## src/rtl/disk_resp_fifo.sv

```systemverilog
// Response FIFO behind the SD disk controller: first-word-fall-through storage
// for 24-bit result words, a sticky overflow flag and a latched interrupt.
module disk_resp_fifo #(
  parameter int DEPTH     = 16,
  parameter int AW        = 4,
  parameter int IRQ_LEVEL = 8
) (
  input  logic          clk,
  input  logic          rst,
  input  logic          rdyi,
  input  logic [23:0]   outi,
  input  logic          inti,
  input  logic          rd,
  input  logic          clr,
  input  logic          irq_ack,
  output logic [23:0]   dout,
  output logic          empty,
  output logic          full,
  output logic [AW:0]   count,
  output logic          overflow,
  output logic          irq
);

  localparam logic [AW:0]   DEPTH_CNT = (AW+1)'(DEPTH);
  localparam logic [AW:0]   IRQ_CNT   = (AW+1)'(IRQ_LEVEL);
  localparam logic [AW:0]   CNT_ONE   = (AW+1)'(1);
  localparam logic [AW-1:0] PTR_ONE   = AW'(1);

  logic [23:0]   mem_q [DEPTH];
  logic [AW-1:0] wp_q, wp_d;
  logic [AW-1:0] rp_q, rp_d;
  logic [AW:0]   count_q, count_d;
  logic          overflow_q, overflow_d;
  logic          irq_pend_q, irq_pend_d;

  logic          empty_w;
  logic          full_w;
  logic          pop_ok;
  logic          push_ok;
  logic          drop;

  assign empty_w = (count_q == '0);
  assign full_w  = (count_q == DEPTH_CNT);

  // A pop on the same edge frees a slot, so a full FIFO can still accept a push.
  assign pop_ok  = rd && !empty_w;
  assign push_ok = rdyi && (!full_w || pop_ok);
  assign drop    = rdyi && full_w && !pop_ok;

  always_comb begin
    wp_d       = wp_q;
    rp_d       = rp_q;
    count_d    = count_q;
    overflow_d = overflow_q;
    if (clr) begin
      wp_d       = '0;
      rp_d       = '0;
      count_d    = '0;
      overflow_d = 1'b0;
    end else begin
      if (push_ok) begin
        wp_d = wp_q + PTR_ONE;
      end
      if (pop_ok) begin
        rp_d = rp_q + PTR_ONE;
      end
      if (push_ok && !pop_ok) begin
        count_d = count_q + CNT_ONE;
      end else if (pop_ok && !push_ok) begin
        count_d = count_q - CNT_ONE;
      end
      if (drop) begin
        overflow_d = 1'b1;
      end
    end
  end

  // A new interrupt strobe beats an acknowledge arriving in the same cycle.
  always_comb begin
    irq_pend_d = irq_pend_q;
    if (inti) begin
      irq_pend_d = 1'b1;
    end else if (irq_ack) begin
      irq_pend_d = 1'b0;
    end
  end

  always_ff @(posedge clk or posedge rst) begin
    if (rst) begin
      wp_q       <= '0;
      rp_q       <= '0;
      count_q    <= '0;
      overflow_q <= 1'b0;
      irq_pend_q <= 1'b0;
    end else begin
      wp_q       <= wp_d;
      rp_q       <= rp_d;
      count_q    <= count_d;
      overflow_q <= overflow_d;
      irq_pend_q <= irq_pend_d;
    end
  end

  // Storage is left unreset; dout masking keeps stale contents invisible.
  always_ff @(posedge clk) begin
    if (push_ok && !clr) begin
      mem_q[wp_q] <= outi;
    end
  end

  assign dout     = empty_w ? 24'h000000 : mem_q[rp_q];
  assign empty    = empty_w;
  assign full     = full_w;
  assign count    = count_q;
  assign overflow = overflow_q;
  assign irq      = irq_pend_q || (count_q >= IRQ_CNT);

endmodule
```

## config.mk

```make
export PLATFORM = sky130hd
export DESIGN_NAME = disk_resp_fifo
export DESIGN_NICKNAME = d
export VERILOG_FILES = /design/src/rtl/disk_resp_fifo.sv
export SDC_FILE = /design/constraint.sdc
export NUM_CORES = 1
export LEC_CHECK = 0
export CELL_PAD_IN_SITES_DETAIL_PLACEMENT = 1
export CELL_PAD_IN_SITES_GLOBAL_PLACEMENT = 1
export CORE_ASPECT_RATIO = 1.5
export CORE_UTILIZATION = 30
export DETAILED_ROUTE_END_ITERATION = 8
export GPL_ROUTABILITY_DRIVEN = 0
export PLACE_DENSITY_LB_ADDON = 0.08
export SLEW_MARGIN = 20
export SYNTH_ARGS = -nofsm -noshare
export SYNTH_HDL_FRONTEND = slang
export SYNTH_SLANG_ARGS = --single-unit
```

## constraint.sdc

```tcl
create_clock -name clk -period 3.2 [get_ports clk]
set_input_delay 0.64 -clock clk [delete_from_list [all_inputs] [get_ports clk]]
set_output_delay 0.64 -clock clk [all_outputs]
set_load 0.01 [all_outputs]
```

# ---- Word level (Yosys, flattened, before mapping)
# Memories as Yosys holds them, arrays and structs flattened.
# Index checks and enable logic that the tools add are counted.
# W data, S select, Z words.
dict set report word_totals {
  latch_bits 0
  n_memories 1
  inputBits 31
  rom_bits 0
  ramBits 384
  out_inout_bits 33
  reg_bits 15
  word_cells 46
}
dict set report op_classes {
  muxes 14
  magnitude_cmp 1
  n_bitwise 0
  div_mod_pow 0
  add_sub_neg 4
  reduce_logical 20
  shifts 0
  multipliers 0
  eq_ne 1
}
# name depth word_bits rd rd_ports_with_merged_regs wr line_no
set mem_list {}
lappend mem_list {mem_q 16 24 1 0 1 29} ;# logic [23:0] mem_q [DEPTH];
# operator count
set op_table {}
lappend op_table {{$mux W24} 1}
lappend op_table {{$mux W4} 4}
lappend op_table {{$mux W5} 3}
lappend op_table {{$add A4 B1 Y4 const B} 2}
lappend op_table {{$reduce_bool A2 Y1} 4}
lappend op_table {{$logic_and A1 B1 Y1} 7}
lappend op_table {{$mux W1} 6}
lappend op_table {{$add A5 B1 Y5 const B} 1}
lappend op_table {{$eq A5 B5 Y1 const B} 1}
lappend op_table {{$ge A5 B4 Y1 const B} 1}
lappend op_table {{$logic_not A1 Y1} 5}
lappend op_table {{$logic_not A5 Y1} 1}
lappend op_table {{$sub A5 B1 Y5 const B} 1}
lappend op_table {{$reduce_bool A3 Y1} 1}
lappend op_table {{$logic_or A1 B1 Y1} 2}

# ---- Depth between registers and ports, before layout
dict set report depth {
  word_depth 10
  depth_mapped 8
  ltp_nobuf 8
}

# ---- Least setup slack after synthesis
# Ideal clock, no wire load.
dict set report synth_path {
  path_type {register to register}
  start {reg count_q[4], in the netlist count[4]}
  end {mem mem_q[12][0], enable pin}
  t_required_ns 2.795
  path_buffers 1
  path_stages_with_launch 6
  arrival_ns 2.380
  period_less_slack_ns 2.785
  setup_ns 0.405
  setup_slack_ns 0.415
  cell_sequence {dfrtp_1 > clkbuf_1 > nor2b_1 > a21boi_1 > nand2_1 > nor2_1}
}
dict set report synth_between {
  elab_chain_cells 8
  word_cells_on_any_way 10
  classes_between {eq/ne (1); mux (2); reduce/logical (7)}
}
# item line_no
set synth_lines {}
lappend synth_lines {{start, declared} 32} ;# logic [AW:0] count_q, count_d;
lappend synth_lines {{start signal, assigned} 98} ;# count_q <= count_d;
lappend synth_lines {{$logic_not A5 Y1} 42} ;# assign empty_w = (count_q == '0);
lappend synth_lines {{$logic_not A1 Y1} 46} ;# assign pop_ok = rd && !empty_w;
lappend synth_lines {{$logic_and A1 B1 Y1} 46}
lappend synth_lines {{$logic_or A1 B1 Y1 (*)} 47} ;# assign push_ok = rdyi && (!full_w || pop_ok);
lappend synth_lines {{$logic_and A1 B1 Y1 (*)} 47}
lappend synth_lines {{$logic_and A1 B1 Y1 (*)} 106} ;# if (push_ok && !clr) begin
lappend synth_lines {{$mux W1 (*)} 106}
lappend synth_lines {{$mux W1 (implied by the code) (*)} 107} ;# mem_q[wp_q] <= outi;
lappend synth_lines {{end, declared} 29}
# Mark *: on every way between the ends. The rest lies on a longest branch, timed or not.

# ---- Worst setup path after layout
dict set report layout_path {
  start {reg rp_q[1]}
  end {out dout[1]}
}
dict set report layout_between {
  elab_chain_cells 2
}
# item line_no
set layout_lines {}
lappend layout_lines {{start, declared} 31} ;# logic [AW-1:0] rp_q, rp_d;
lappend layout_lines {{start signal, assigned} 97} ;# rp_q <= rp_d;
lappend layout_lines {{$mem_v2 Z16 W24} -}
lappend layout_lines {{$mux W24} 111} ;# assign dout = empty_w ? 24'h000000 : mem_q[rp_q];
lappend layout_lines {{end, declared} 16} ;# output logic [23:0] dout,
# Every way passes these cells.

==> impl_results.md <==
* Status: finished clean
* Fill count at 5036
* Initial antenna violation count at 0
* Largest net degree at the start of global routing at 31
* DRC errors left at 0
* Final nets at approximately 940
* Die Area at 0.0536 sq mm
* Netlist cell types at 43
* Ratio of cells with drive above 1 in the final layout at 0.320
* DRT antenna net count at 0
* Hold-fix buffers, CTS at 0
* Met1 Use GR at 0.218
* 1st-iter DRT viols at 477
* Initial core utilization at 0.305
* Post-synth EDFFs at 384
* Post-Syn Instances at 748
* Yosys warning count at 0
* CTS tree: yes
* Vias in the first global route at roughly 9200
* Ports at 64
* Syn Area/Cell at 21.1 sq um
* Setup CP Type: reg -> out
* Crit share post-route at 0.979
* Post-DP HPWL at between 20000 and 30000 microns
* Port bufs at 63
* Max_cap viols at 0
* Met2 usage in global routing at 0.294
* Worst skew pair latency at 0.55 ns
* VDD IR-drop max at 0.000563 V
* CTS root buffer: clkbuf_16
* Power per cell area at approximately 760 mW/mm^2
* Critical path peak fanout at 10
* Die Ht at approximately 280 microns
* Pre-CTS setup slack at 0.0927 ns
* Clk_skew at 0.0201 ns
* Leakage power at 6.13 nW
* Critical path arrival at 2.49 ns
* Hold WC Path Type: in -> async
* Top FF cell, synth: edfxtp_1
* Syn nets at 789
* Fin. max-slew vios at 0
* Core area at 0.0518 sq mm
* Die width at between 150 and 200 microns
* Actual slew at the worst max-slew pin at 0.665 ns
* GR peak layer: met2
* Final hold viol count at 0
* Routed vias/inst at between 5 and 6
* Row count at 102
* Crit-path cells: buf_12, bufbuf_16, mux4_2, mux2i_1, o211ai_1, clkdlybuf4s15_1
* Finish-stage setup viols at 0
* Setup TNS at 0 ns
* Minimum clock period at between 3 and 4 ns
* Pwr Total at ~0.015 W
* Tot GR Track Use at 0.169
* CTS clk-pin slew, worst paths at 0.07 ns
* Rel. slew slack at 0.556
* CTS sink cnt at ~400
* Crit end category: output port
* Grt total ovfl at 0
* Clk buf depth at 3
* Fin worst setup slack at approximately 0.068 ns
* Drt wl/cell at 27.2 microns
* Register area share after synthesis at 0.754
* Vias at 8045
* Fmax at between 300 and 400 MHz
* Startpoint Class: flip-flop
* Wirelength, routed at 43600 microns
* Multi-input gate area at 0.00387 sq mm
* Unrepaired setup endpoints after global routing: true
* Total CTS buffers at 43
* Synth-to-Final Area Change at 25.6%
* GRT met3 Usage at 0.0204
* Asr flop ratio synth at 0.0376
* Drt first pass iters at 4
* CP required at approximately 2.6 ns
* Ant diodes at 0
* CP max stage delay at 0.52 ns
* Mapped cell area at 0.0158 sq mm
* H-tree depth at 2
* Number of synthesized register bits at between 300 and 400
* First-pass GRT wire length at around 64000 microns
* Slowest CP cell: mux4_2
* Sequential cell area at 0.0119 sq mm
## cells by family after synthesis
family / count (synthesis) / share of synthesized area
flops: 399 / 0.754
mux: 123 / 0.154
compound gates: 97 / 0.0453
simple gates: 59 / 0.0185
buf+inv: 54 / 0.0165
fa+ha+maj: 10 / 0.00840
xor+xnor: 6 / 0.00333
## synth_stat cells (all sizes together) (2+ instances only)
cell type    n  area, sq um
dfrtp       15          375
o21ai        5         28.8
or3          3         18.8
o211ai      75          563
nand2        5         18.8
nor3         3         15.0
nand3        6         30.0
a21oi        9         45.0
buf         25          151
inv          6         22.5
xnor2        2         17.5
mux4        96         2160
edfxtp     384        11500
nor2b        5         31.3
ha           9          113
xor2         4         35.0
mux2i       26          260
clkbuf      23         86.3
nor2        28          113
## final timing paths
path / startpoint / endpoint / slack (ns) / cells after the start
worst min register to register: irq_pend_q / irq_pend_q / 0.50 / 1
min in group clk: irq_pend_q / irq_pend_q / 0.50 / 1
worst max-delay path: rp_q[1] / dout[1] / 0.07 / 6
worst min-delay path: rst / irq_pend_q / 0.48 / 2
worst max register to register: count[0] / count[4] / 0.35 / 10
max in group asynchronous: rst / rp_q[0] / 2.23 / 2
## placed cells by master, fill, tap and decap left out, drive strengths merged, types with 15 or more instances in the layout
master,Yosys,routed
clkdlybuf4s50,0,39
dfrtp,15,15
mux4,96,96
mux2i,26,26
clkinv,0,16
edfxtp,384,384
nor2,28,28
clkbuf,23,63
buf,25,86
o211ai,75,75
## flip-flops by register name (all words and copies together) (netlist names)
name,flops
mem_q,384
count,5
rp_q,4
wp_q,4
irq_pend_q,1
overflow,1
## worst max-delay path: cells and delay by family, from the launching register on
kind                   cells  cell delay [ns]
buffers and inverters      3             0.69
AOI/OAI and AO/OA          1             0.12
DFF                        1             0.43
muxes                      2             0.70
## layout make-up
class,instances,area share
multi-input cells,295,0.195
well taps,676,0.0426
repair buffers,150,0.0910
clock buffers,51,0.0558
clock inverters,24,0.0134
flip-flops and latches,399,0.601
inverters,6,0.00114
## report_power, final
| part | leakage, nW | internal, W | switching (W) |
|---|---|---|---|
| Clock | 0.666 | 0.00294 | 0.00195 |
| Combinational | 1.81 | 0.00213 | 0.00216 |
| Sequential | 3.65 | 0.00583 | 0.0000719 |
| Total | 6.13 | 0.0109 | 0.00419 |
## per-layer routing
layer  share of wire  vias to the layer above  wire (microns)
met2            0.52                      159           22600
li1                -                     3458               -
met1            0.42                     4369           18100
met4           0.025                        0            1100
met5               0                        -               0
met3           0.042                       59            1810
## through the flow
| stage | cell area (sq um) | util | std cells | hold WS [ns] |
|---|---|---|---|---|
| 3_3_place_gp | 18000 | 0.347 | 1504 | 0.466 |
| 4_1_cts | 19800 | 0.382 | 1596 | 0.505 |
| 3_5_place_dp | 18000 | 0.347 | 1504 | 0.499 |
| 5_1_grt | 19800 | 0.383 | 1601 | 0.536 |
| 6_report | 19800 | 0.383 | 1601 | 0.483 |
| 2_1_floorplan | 15800 | - | 748 | 0.441 |
## timing repair
item,4_1_cts,5_1_grt
setup buffers,13,5
gates cloned,4,0
gates resized for setup,67,30
pin swaps,1,2
endpoints found under the setup margin,25,16
(Power assumes the default switching activity.)
